## src/rtl/wb_line_pkg.sv

```systemverilog
// Shared types and constants for the 32-bit to 128-bit Wishbone line adapter.
package wb_line_pkg;

    localparam int unsigned ADDR_WIDTH = 32;
    localparam int unsigned LINE_BYTES = 16;
    localparam int unsigned LANE_W     = 32;
    localparam int unsigned LANE_BYTES = LANE_W / 8;
    localparam int unsigned LINE_W     = LINE_BYTES * 8;
    localparam int unsigned LANES      = LINE_BYTES / LANE_BYTES;

    // Lane index and line tag positions within a byte address
    localparam int unsigned LANE_LSB   = 2;
    localparam int unsigned LANE_MSB   = 3;
    localparam int unsigned LANE_IDX_W = LANE_MSB - LANE_LSB + 1;
    localparam int unsigned TAG_LSB    = 4;
    localparam int unsigned TAG_W      = ADDR_WIDTH - TAG_LSB;

    typedef enum logic [1:0] {
        ST_IDLE = 2'd0,
        ST_WR   = 2'd1,
        ST_RD   = 2'd2,
        ST_RESP = 2'd3
    } state_e;

    // Master-side request as held on the bus toward the DDR3 bridge
    typedef struct packed {
        logic                  cyc;
        logic                  we;
        logic [ADDR_WIDTH-1:0] adr;
        logic [LINE_BYTES-1:0] sel;
        logic [LINE_W-1:0]     dat;
    } line_req_t;

endpackage

```

## src/rtl/wb_line_lane.sv

```systemverilog
// Lane helper: extracts a 32-bit lane from a line and builds the shifted
// byte select plus replicated write data for a lane write.
module wb_line_lane
    import wb_line_pkg::*;
(
    input  logic [LINE_W-1:0]     line,
    input  logic [LANE_IDX_W-1:0] lane,
    input  logic [LANE_BYTES-1:0] sel,
    input  logic [LANE_W-1:0]     dat,
    output logic [LANE_W-1:0]     lane_dat_c,
    output logic [LINE_BYTES-1:0] line_sel_c,
    output logic [LINE_W-1:0]     line_dat_c
);

    always_comb begin
        lane_dat_c = '0;
        line_sel_c = '0;
        line_dat_c = {LANES{dat}};
        for (int i = 0; i < int'(LANES); i++) begin
            if (lane == LANE_IDX_W'(i)) begin
                lane_dat_c = line[i*LANE_W +: LANE_W];
                line_sel_c = LINE_BYTES'(sel) << (i * LANE_BYTES);
            end
        end
    end

endmodule

```

## src/rtl/wb_line_adapter.sv

```systemverilog
// 32-bit classic Wishbone slave to 128-bit line Wishbone master adapter.
// Define LINE_ADAPTER_RDBUF_EN to build the one-line read buffer.
module wb_line_adapter
    import wb_line_pkg::*;
(
    input  logic                  wb_clk_i,
    input  logic                  wb_rst_i,
    input  logic                  wb_cyc_i,
    input  logic                  wb_stb_i,
    input  logic                  wb_we_i,
    input  logic [ADDR_WIDTH-1:0] wb_adr_i,
    input  logic [LANE_BYTES-1:0] wb_sel_i,
    input  logic [LANE_W-1:0]     wb_dat_i,
    output logic [LANE_W-1:0]     wb_dat_o,
    output logic                  wb_ack_o,
    input  logic                  inv_i,
    output logic                  m_cyc_o,
    output logic                  m_stb_o,
    output logic                  m_we_o,
    output logic [ADDR_WIDTH-1:0] m_adr_o,
    output logic [LINE_BYTES-1:0] m_sel_o,
    output logic [LINE_W-1:0]     m_dat_o,
    input  logic [LINE_W-1:0]     m_dat_i,
    input  logic                  m_ack_i
);

    state_e                state_q, state_d;
    line_req_t             req_q, req_d;
    logic [LANE_IDX_W-1:0] lane_q, lane_d;
    logic                  ack_q, ack_d;
    logic                  abort_q, abort_d;
    logic [LANE_W-1:0]     dat_q, dat_d;

    logic [TAG_W-1:0]      req_tag;
    logic [LANE_IDX_W-1:0] req_lane;
    logic                  hit;
    logic [LINE_W-1:0]     lane_line;
    logic [LANE_IDX_W-1:0] lane_idx;
    logic [LANE_W-1:0]     lane_dat_c;
    logic [LINE_BYTES-1:0] line_sel_c;
    logic [LINE_W-1:0]     line_dat_c;
    logic                  unused_adr;

    assign req_tag    = wb_adr_i[ADDR_WIDTH-1:TAG_LSB];
    assign req_lane   = wb_adr_i[LANE_MSB:LANE_LSB];
    assign unused_adr = ^wb_adr_i[LANE_LSB-1:0];

    // In RD the lane comes from the returning line; otherwise from the request
    assign lane_idx = (state_q == ST_RD) ? lane_q : req_lane;

    wb_line_lane u_lane (
        .line       (lane_line),
        .lane       (lane_idx),
        .sel        (wb_sel_i),
        .dat        (wb_dat_i),
        .lane_dat_c (lane_dat_c),
        .line_sel_c (line_sel_c),
        .line_dat_c (line_dat_c)
    );

`ifdef LINE_ADAPTER_RDBUF_EN
    logic [LINE_W-1:0] buf_line_q;
    logic [TAG_W-1:0]  buf_tag_q;
    logic              buf_vld_q;
    logic              inv_pend_q;
    logic [LINE_W-1:0] merged;

    assign hit       = buf_vld_q && (buf_tag_q == req_tag);
    assign lane_line = (state_q == ST_RD) ? m_dat_i : buf_line_q;

    // Write-through merge of the in-flight lane write into the buffered line
    always_comb begin
        merged = buf_line_q;
        for (int i = 0; i < int'(LINE_BYTES); i++) begin
            if (req_q.sel[i]) begin
                merged[i*8 +: 8] = req_q.dat[i*8 +: 8];
            end
        end
    end

    // An invalidate seen at any point during a refill keeps that refill invalid
    always_ff @(posedge wb_clk_i) begin
        if (wb_rst_i) begin
            buf_line_q <= '0;
            buf_tag_q  <= '0;
            buf_vld_q  <= 1'b0;
            inv_pend_q <= 1'b0;
        end else if (state_q == ST_RD && m_ack_i) begin
            buf_line_q <= m_dat_i;
            buf_tag_q  <= req_q.adr[ADDR_WIDTH-1:TAG_LSB];
            buf_vld_q  <= !(inv_i || inv_pend_q);
            inv_pend_q <= 1'b0;
        end else begin
            if (state_q == ST_WR && m_ack_i && buf_vld_q &&
                buf_tag_q == req_q.adr[ADDR_WIDTH-1:TAG_LSB]) begin
                buf_line_q <= merged;
            end
            if (inv_i) begin
                buf_vld_q <= 1'b0;
            end
            inv_pend_q <= (state_q == ST_RD) && (inv_i || inv_pend_q);
        end
    end
`else
    logic unused_inv;

    assign hit        = 1'b0;
    assign lane_line  = m_dat_i;
    assign unused_inv = inv_i;
`endif

    // Next-state and registered-output values
    always_comb begin
        state_d = state_q;
        req_d   = req_q;
        lane_d  = lane_q;
        ack_d   = 1'b0;
        abort_d = abort_q;
        dat_d   = dat_q;

        unique case (state_q)
            ST_IDLE: begin
                abort_d = 1'b0;
                if (wb_cyc_i && wb_stb_i) begin
                    lane_d = req_lane;
                    if (wb_we_i) begin
                        req_d.cyc = 1'b1;
                        req_d.we  = 1'b1;
                        req_d.adr = {req_tag, {TAG_LSB{1'b0}}};
                        req_d.sel = line_sel_c;
                        req_d.dat = line_dat_c;
                        state_d   = ST_WR;
                    end else if (hit) begin
                        ack_d   = 1'b1;
                        dat_d   = lane_dat_c;
                        state_d = ST_RESP;
                    end else begin
                        req_d.cyc = 1'b1;
                        req_d.we  = 1'b0;
                        req_d.adr = {req_tag, {TAG_LSB{1'b0}}};
                        req_d.sel = '1;
                        req_d.dat = '0;
                        state_d   = ST_RD;
                    end
                end
            end
            ST_WR, ST_RD: begin
                if (!wb_cyc_i) begin
                    abort_d = 1'b1;
                end
                if (m_ack_i) begin
                    req_d = '0;
                    if (abort_q || !wb_cyc_i) begin
                        state_d = ST_IDLE;
                    end else begin
                        ack_d   = 1'b1;
                        state_d = ST_RESP;
                        if (state_q == ST_RD) begin
                            dat_d = lane_dat_c;
                        end
                    end
                end
            end
            ST_RESP: begin
                state_d = ST_IDLE;
            end
            default: begin
                state_d = ST_IDLE;
            end
        endcase
    end

    always_ff @(posedge wb_clk_i) begin
        if (wb_rst_i) begin
            state_q <= ST_IDLE;
            req_q   <= '0;
            lane_q  <= '0;
            ack_q   <= 1'b0;
            abort_q <= 1'b0;
            dat_q   <= '0;
        end else begin
            state_q <= state_d;
            req_q   <= req_d;
            lane_q  <= lane_d;
            ack_q   <= ack_d;
            abort_q <= abort_d;
            dat_q   <= dat_d;
        end
    end

    assign m_cyc_o  = req_q.cyc;
    assign m_stb_o  = req_q.cyc;
    assign m_we_o   = req_q.we;
    assign m_adr_o  = req_q.adr;
    assign m_sel_o  = req_q.sel;
    assign m_dat_o  = req_q.dat;
    assign wb_ack_o = ack_q;
    assign wb_dat_o = dat_q;

endmodule

```

## config.mk

```make
export PLATFORM = sky130hd
export DESIGN_NAME = wb_line_adapter
export DESIGN_NICKNAME = d
export VERILOG_FILES = /design/src/rtl/wb_line_pkg.sv /design/src/rtl/wb_line_lane.sv /design/src/rtl/wb_line_adapter.sv
export SDC_FILE = /design/constraint.sdc
export NUM_CORES = 1
export LEC_CHECK = 0
export CELL_PAD_IN_SITES_DETAIL_PLACEMENT = 2
export CELL_PAD_IN_SITES_GLOBAL_PLACEMENT = 2
export CORE_MARGIN = 2
export CORE_UTILIZATION = 19
export DETAILED_ROUTE_END_ITERATION = 8
export GPL_TIMING_DRIVEN = 0
export PLACE_DENSITY_LB_ADDON = 0.1
export SYNTH_ARGS = -nofsm -noshare
export SYNTH_HDL_FRONTEND = slang
export SYNTH_SLANG_ARGS = --single-unit
```

## constraint.sdc

```tcl
create_clock -name wb_clk_i -period 3.36 [get_ports wb_clk_i]
set_clock_uncertainty 0.05 [all_clocks]
set_input_delay 0.672 -clock wb_clk_i [delete_from_list [all_inputs] [get_ports wb_clk_i]]
set_output_delay 0.672 -clock wb_clk_i [all_outputs]
set_load 0.1 [all_outputs]
```

=== Word-level counts from Yosys, hierarchy flattened ===
Index checks and enable logic that the tools add are counted.

* RAM bits: 0
* Register bits after elaboration: 216
* Input bits: 203
* Output and inout port bits: 212
* Memories: 0
* Latch bits: 0
* ROM bits: 0

* Muxes and demuxes: 21
* Shifts and indexed selects: 0
* Reductions and logical operators: 13
* $add $sub $neg: 0
* Div/mod/pow operators: 0
* $mul: 0
* Bitwise logic cells: 3
* Magnitude comparators: 0
* Equality and inequality tests: 9

{| class="wikitable"
|+ Operators by type and width
! operator !! count
|-
| $mux W178 || 2
|-
| $pmux W178 S2 || 1
|-
| $mux W177 || 1
|-
| $mux W32 || 4
|-
| $mux W16 || 3
|-
| $mux W2 || 5
|-
| $eq A2 B2 Y1 const B || 4
|-
| $ne A2 B2 Y1 const B || 3
|-
| $pmux W2 S3 || 1
|-
| $reduce_and A2 Y1 || 3
|-
| $eq A2 B1 Y1 const B || 2
|-
| $logic_not A2 Y1 || 2
|-
| $mux W4 || 1
|-
| $reduce_and A4 Y1 || 1
|-
| $not A1 Y1 || 3
|-
| $reduce_and A3 Y1 || 1
|-
| $reduce_or A3 Y1 || 1
|-
| $mux W1 || 2
|-
| $pmux W1 S2 || 1
|-
| $reduce_bool A2 Y1 || 1
|-
| $reduce_or A2 Y1 || 1
|-
| $logic_and A1 B1 Y1 || 1
|-
| $logic_not A1 Y1 || 1
|-
| $logic_or A1 B1 Y1 || 1
|}

=== Longest topological paths before layout ===
Gate-level depths: netlist of the first run.

* Depth in word-level cells: 10
* Depth in mapped cells: 10
* Mapped depth without buffers: 6

=== Modules after synthesis ===
From an unflattened synthesis of the first run, not the netlist that was laid out.

* Cell total of the unflattened synthesis: 1,171
* Area total of the unflattened synthesis: 10,562.6 µm²

{| class="wikitable"
|+ Modules (own cells, without submodules)
! module !! area each (µm²) !! cells each !! times used
|-
| wb_line_adapter || 8,694.6 || 985 || 1
|-
| wb_line_lane || 1,868.0 || 186 || 1
|}

=== Worst setup path after synthesis of the first run ===
No wires, ideal clock.

* Path kind: register to output
* Start point: register req_q (netlist bit m_dat_o[100])
* End point: output port m_dat_o[100]
* Buffers on the path: 1
* Data arrival time: 1.410 ns
* Path slack: 1.228 ns
* Cell stages (with the launch flop): 2
* Path through: dfxtp_1 > buf_4

{| class="wikitable"
|+ RTL lines
! what !! line !! RTL
|-
| from (decl) || wb_line_adapter.sv:28 || <nowiki>line_req_t req_q, req_d;</nowiki>
|-
| from (signal assigned) || wb_line_adapter.sv:183 || <nowiki>req_q <= req_d;</nowiki>
|-
| to (decl) || wb_line_adapter.sv:22 || <nowiki>output logic [LINE_W-1:0] m_dat_o,</nowiki>
|}

No word-level cell between the ends.

=== Worst setup path in the final report of the first run ===
* Start point: register req_q (netlist bit m_dat_o[110])
* End point: output port m_dat_o[110]

No word-level cell between the ends.

==> metrics.md, run 1 <==
| Metric | Value |
|---|---|
| Slew Limit Headroom | `27.5%` |
| Post-placement cell count | `1,380` |
| Least-Margin Pin Slew | `1.08 ns` |
| DRC viols | `0` |
| GRT Total Usage | `17.7%` |
| Arr. time, crit path | `2.15 ns` |
| Worst-skew pair later-pin latency | `0.40 ns` |
| HPWL Detailed | `22.4 mm` |
| TNS Setup | `0 ns` |
| Largest family of logic cells by synthesized area | `compound AO/OA/AOI/OAI gates` |
| Synth Flop Type | `dfxtp_1` |
| Worst hold-check path type | `reg -> reg` |
| Element type at the critical path start | `flip-flop` |
| Adder-cell share of the synthesized area | `0.449%` |
| FFs w/ async S/R, synth | `0%` |
| Post-CTS setup buffer count | `0` |
| Initial antenna violation count | `2` |
| Final ANT Viol Nets | `0` |
| Initial DRC Count | `213` |
| Cells after Synth | `588` |
| Layout cell share with drive strength beyond 1 | `15.5%` |
| Chip Width | `175 µm` |
| Cell Pwr Density | `695 nW/µm²` |
| Final Cycle Share | `85.4%` |
| RSZ-0062 raised after global routing | `no` |
| First-pass GRT wire length | `41.3 mm` |
| CORE AREA | `28,800 µm²` |
| Post-Syn Area | `5580 µm²` |
| Num CTS Buffers | `17` |
| Worst setup slack after layout | `0.491 ns` |
| Die ar. | `30,700 µm²` |
| CTS max path bufs | `2` |
| Power, Total | `7.48 mW` |
| # hold bufs at CTS | `0` |
| Simple-Gate Fraction of Synth Area | `8.57%` |
| Setup violations, final | `0` |
| DR pass1 iterations | `4` |
| Final GP Congestion | `0.718` |
| Gr ovfl total | `0` |
| Compound-cell area share of the yosys netlist | `22.5%` |
| H-Tree Depth | `4` |
| Clk pin slew, worst setup/hold paths | `0.06 ns` |
| Cell Rows | `62` |
| PostCTS Resize Cnt | `0` |
| Mux cell area share after synthesis | `8.91%` |
| Fmax | `0.349 GHz` |
| XOR/XNOR Fraction of Synth Area | `0%` |
| Req. time, crit path | `2.64 ns` |
| Crit-path max FO | `5` |
| Root Buffer | `clkbuf_16` |
| Number of distinct library cells after synthesis | `37` |
| DR vias/cell | `4.32` |
| Yosys warning total | `0` |
| Maximum vdd drop | `0.000308 V` |
| Post-synthesis sequential area ratio | `41.7%` |
| Post-Place Worst Slack | `0.269 ns` |
| Endpoints failing hold | `0` |
| Final cell count without fillers | `1,413` |
| Post-synth EDFFs | `0` |
| Initial Utilization | `19.4%` |
| Via Count | `6,100` |
| Wire length per cell | `19.6 µm` |
| Pleak | `4.14 nW` |
| Port Buf Inserts | `405` |
| CTS tree | `yes` |
| Crit Path Class | `reg -> out` |
| Mean post-synth cell area | `9.48 µm²` |
| Synthesized flop and latch total | `116` |
| Largest net degree at the start of global routing | `17` |
| Io pins | `415` |
| CTS Sinks | `116` |
| P&R area growth vs syn | `93.2%` |
| Max Cap Viol | `0` |
| Tmin final | `2.87 ns` |
| Wire length after detailed routing | `27.6 mm` |
| Die Span Y | `175 µm` |
| Vias in the first global route | `6,760` |
| Slew Limit Fails | `0` |
| CP endpoint kind | `output port` |
| Layout net count | `1,220` |
| Status | `finished clean` |
worst paths after layout:
kind | start | endpoint | slack, ns | cells after the start
setup / recovery | m_dat_o[110] | m_dat_o[110] | 0.49 | 2
hold / removal | wb_dat_o[9] | wb_dat_o[9] | 0.40 | 2
setup reg to reg | state_q[0] | wb_dat_o[25] | 0.93 | 7
hold reg to reg | wb_dat_o[9] | wb_dat_o[9] | 0.40 | 2
critical path, stage by stage, from the launching register on:
cell and delay (ns):
dfxtp_1 0.44, buf_4 0.15, clkdlybuf4s50_1 1.15
synth_stat cells, drive strengths merged (3+ instances only):
master	number	area (µm²)
buf	116	851
dfxtp	116	2320
a22oi	72	541
nor2	69	259
clkbuf	32	120
nand2	27	101
mux2i	18	196
a21boi	16	120
o2bb2ai	16	140
o21ai	15	75.1
a222oi	14	140
mux2	13	165
o221ai	12	105
a22o	8	70.1
inv	7	26.3
a21oi	6	30.0
mux4	6	135
nor2b	5	31.3
nand2b	3	18.8
nand3	3	15.0
sequential cells by signal (all words and copies together), names as in the netlist:
name and count:
abort_q 1, m_cyc_o 1, wb_ack_o 1, state_q 2
m_adr_o 28, m_we_o 1, lane_q 2, wb_dat_o 32
m_sel_o 16, m_dat_o 32
cells by family after synthesis:
logic type	after synthesis
compound gates	163
buf+inv	155
simple gates	114
mux	37
fa+ha+maj	2
other cells	1
flops	116
per-layer routing:
| layer | track usage [%] | vias to the layer above | part of all wire (%) |
|---|---|---|---|
| li1 | - | 2874 | - |
| met1 | 20.0 | 2949 | 40 |
| met2 | 31.9 | 258 | 50 |
| met3 | 6.32 | 17 | 8.6 |
| met4 | 3.54 | 2 | 0.81 |
| met5 | 0 | - | 0.058 |
metrics by stage:
stage / utilization (%) / hold slack [ns] / area, µm²
finish: 37.4 / 0.403 / 10800
global placement: 35.2 / 0.386 / 10100
global route: 37.4 / 0.425 / 10800
CTS: 37.4 / 0.407 / 10800
floorplan: - / 0.403 / 5590
detailed placement: 35.2 / 0.399 / 10100
cell usage in the layout (no fill, tap or decap), types with 8 or more instances in the layout:
| cell | count |
|---|---|
| a222oi_1 | 14 |
| dfxtp_1 | 116 |
| clkbuf_1 | 34 |
| mux2i_1 | 16 |
| buf_4 | 101 |
| a22oi_1 | 72 |
| o21ai_1 | 14 |
| buf_2 | 11 |
| a22o_1 | 8 |
| o2bb2ai_1 | 16 |
| clkdlybuf4s50_1 | 405 |
| nor2_1 | 69 |
| clkbuf_16 | 17 |
| o221ai_1 | 12 |
| nand2_1 | 27 |
| a21boi_0 | 16 |
where the power goes:
part	switching, mW	leakage (nW)	internal (mW)	total [mW]
sequential	0.113	0.939	1.53	1.64
clock	0.676	0.315	1.34	2.01
combinational	2.68	2.89	1.15	3.83
total	3.47	4.14	4.02	7.48
cell type report:
cell class | count | area (µm²)
timing repair buffer | 405 | 4050
clock inverter | 12 | 203
fill | 3157 | 18000
tap | 384 | 480
multi-input combinational | 320 | 2270
antenna | 1 | 2.50
buffer | 148 | 971
sequential | 116 | 2320
clock buffer | 20 | 447
inverter | 7 | 26.3
Power figures use the tool's default switching activity.
==> run 2, diff against run 1 <==
--- a/config.mk
+++ b/config.mk
@@ -8,10 +8,12 @@
 export CELL_PAD_IN_SITES_DETAIL_PLACEMENT = 2
 export CELL_PAD_IN_SITES_GLOBAL_PLACEMENT = 2
 export CORE_MARGIN = 2
-export CORE_UTILIZATION = 19
+export CORE_UTILIZATION = 20
+export CTS_BUF_LIST = sky130_fd_sc_hd__clkbuf_4 sky130_fd_sc_hd__clkbuf_8
 export DETAILED_ROUTE_END_ITERATION = 8
 export GPL_TIMING_DRIVEN = 0
 export PLACE_DENSITY_LB_ADDON = 0.1
 export SYNTH_ARGS = -nofsm -noshare
 export SYNTH_HDL_FRONTEND = slang
 export SYNTH_SLANG_ARGS = --single-unit
+export TNS_END_PERCENT = 100
==> metrics.md, run 2 (synthesis results as in run 1) <==
| Metric | Value |
|---|---|
| Worst hold margin | `0.403 ns` |
| CTS max path bufs | `2` |
| Most frequent cells in the layout | `clkdlybuf4s50_1, dfxtp_1, buf_4` |
| Arr. time, crit path | `2.18 ns` |
| Slew Limit Headroom | `26.3%` |
| Worst hold-check path type | `reg -> reg` |
| Largest net degree at the start of global routing | `17` |
| Worst-skew pair later-pin latency | `0.43 ns` |
| Port Buf Inserts | `405` |
| Io pins | `415` |
| Final GP Congestion | `0.704` |
| Tmin final | `2.90 ns` |
| TNS Setup | `0 ns` |
| Initial DRC Count | `239` |
| Status | `finished clean` |
| Slew Limit Fails | `0` |
| Maximum vdd drop | `0.000236 V` |
| Cell Rows | `61` |
| Endpoints failing hold | `0` |
| Pleak | `4.04 nW` |
| Layout cell share with drive strength beyond 1 | `15.6%` |
| P&R area growth vs syn | `88.8%` |
| Setup violations, final | `0` |
| Final ANT Viol Nets | `0` |
| Initial Utilization | `20.2%` |
| Final Cycle Share | `86.3%` |
| Fmax | `0.345 GHz` |
| CORE AREA | `27,600 µm²` |
| Max Cap Viol | `0` |
| WP buf/inv | `2` |
| Root Buffer | `clkbuf_8` |
| H-Tree Depth | `4` |
| Req. time, crit path | `2.64 ns` |
| Gr ovfl total | `0` |
| Least-Margin Pin Slew | `1.10 ns` |
| DR pass1 iterations | `5` |
| CTS tree | `yes` |
| DRC viols | `0` |
| Wire length per cell | `19.1 µm` |
| Chip Width | `171 µm` |
| CP endpoint kind | `output port` |
| Die Span Y | `171 µm` |
| Die ar. | `29,200 µm²` |
| GRT Total Usage | `17.9%` |
| Vias in the first global route | `6,556` |
| Top delay family on crit path | `buffers and inverters` |
| DR vias/cell | `4.32` |
| Layout net count | `1,220` |
| Number of fill cells | `3,100` |
| Crit-path max FO | `5` |
| Initial antenna violation count | `1` |
| Wire length after detailed routing | `26.8 mm` |
| Via Count | `6,076` |
| First-pass GRT wire length | `39.6 mm` |
| Commonest non-fill, non-tap cell in the layout | `clkdlybuf4s50_1` |
| Cell Pwr Density | `647 nW/µm²` |
| RSZ-0062 raised after global routing | `no` |
| Crit-path slowest cell | `clkdlybuf4s50_1` |
| Post-CTS setup buffer count | `0` |
| Critical Path Max Stage Delay | `1.13 ns` |
| Cells along the critical path | `buf_4 -> clkdlybuf4s50_1` |
| Clk pin slew, worst setup/hold paths | `0.08 ns` |
| PostCTS Resize Cnt | `0` |
| HPWL Detailed | `21.7 mm` |
| CTS Sinks | `116` |
| # hold bufs at CTS | `0` |
| Element type at the critical path start | `flip-flop` |
| Num CTS Buffers | `17` |
| Crit Path Class | `reg -> out` |
## run 2: cell count changes in the layout (fill, tap and decap cells not counted)
cell,before,now
bufinv_16,5,3
inv_6,1,0
clkinv_4,3,1
clkbuf_8,1,19
clkbuf_1,34,32
clkbuf_16,17,0
clkbuf_4,0,2
clkinv_2,2,5
## run 2: worst paths after layout
check | start | to | slack (ns) | cells past startpoint
hold reg to reg | wb_dat_o[20] | wb_dat_o[20] | 0.40 | 2
setup / recovery | m_dat_o[105] | m_dat_o[105] | 0.46 | 2
hold / removal | wb_dat_o[20] | wb_dat_o[20] | 0.40 | 2
setup reg to reg | state_q[0] | m_sel_o[6] | 0.96 | 8
## run 2: layout make-up
class | instances | area [µm²] | share of cell area [%]
multi-input cells | 320 | 2270 | 21.5
clock inverters | 10 | 131 | 1.25
plain buffers | 148 | 971 | 9.23
well taps | 378 | 473 | 4.49
flip-flops and latches | 116 | 2320 | 22.1
clock buffers | 21 | 277 | 2.63
inverters | 7 | 26.3 | 0.250
repair buffers | 405 | 4050 | 38.5
diodes | 1 | 2.50 | 0.0238
## run 2: report_power, final
group          leakage, nW  switching, mW  internal (mW)
logic                 2.89           2.65           1.15
clock network        0.212          0.590          0.780
registers            0.939          0.115           1.52
total                 4.04           3.36           3.46
## run 2: worst min-delay path, cell delays in order (launching register included)
cell	delay [ns]
dfxtp_1	0.31
nand2_1	0.05
o21ai_1	0.05
## run 2: stage by stage
step	setup slack, ns	area (µm²)	instances	total power, mW	utilization (%)
3_5_place_dp	0.266	10100	1374	5.53	36.6
6_report	0.461	10500	1406	6.81	38.1
5_1_grt	0.364	10500	1406	7.18	38.1
4_1_cts	0.411	10500	1405	6.93	38.1
2_1_floorplan	1.23	5590	591	4.40	-
3_3_place_gp	0.318	10100	1374	5.51	36.6
## run 2: layer usage
| layer | global-route usage, % | share of wire [%] |
|---|---|---|
| met3 | 7.24 | 9.3 |
| met4 | 3.72 | 1.1 |
| met5 | 0 | 0 |
| met2 | 32.8 | 51 |
| met1 | 19.2 | 39 |
==> run 3, diff against run 2 <==
--- a/config.mk
+++ b/config.mk
@@ -10,6 +10,7 @@
 export CORE_MARGIN = 2
 export CORE_UTILIZATION = 20
 export CTS_BUF_LIST = sky130_fd_sc_hd__clkbuf_4 sky130_fd_sc_hd__clkbuf_8
+export CTS_CLUSTER_DIAMETER = 40
 export DETAILED_ROUTE_END_ITERATION = 8
 export GPL_TIMING_DRIVEN = 0
 export PLACE_DENSITY_LB_ADDON = 0.1
==> results of run 3 <==
The final DEF is identical to that of run 2; final timing and power are the same.
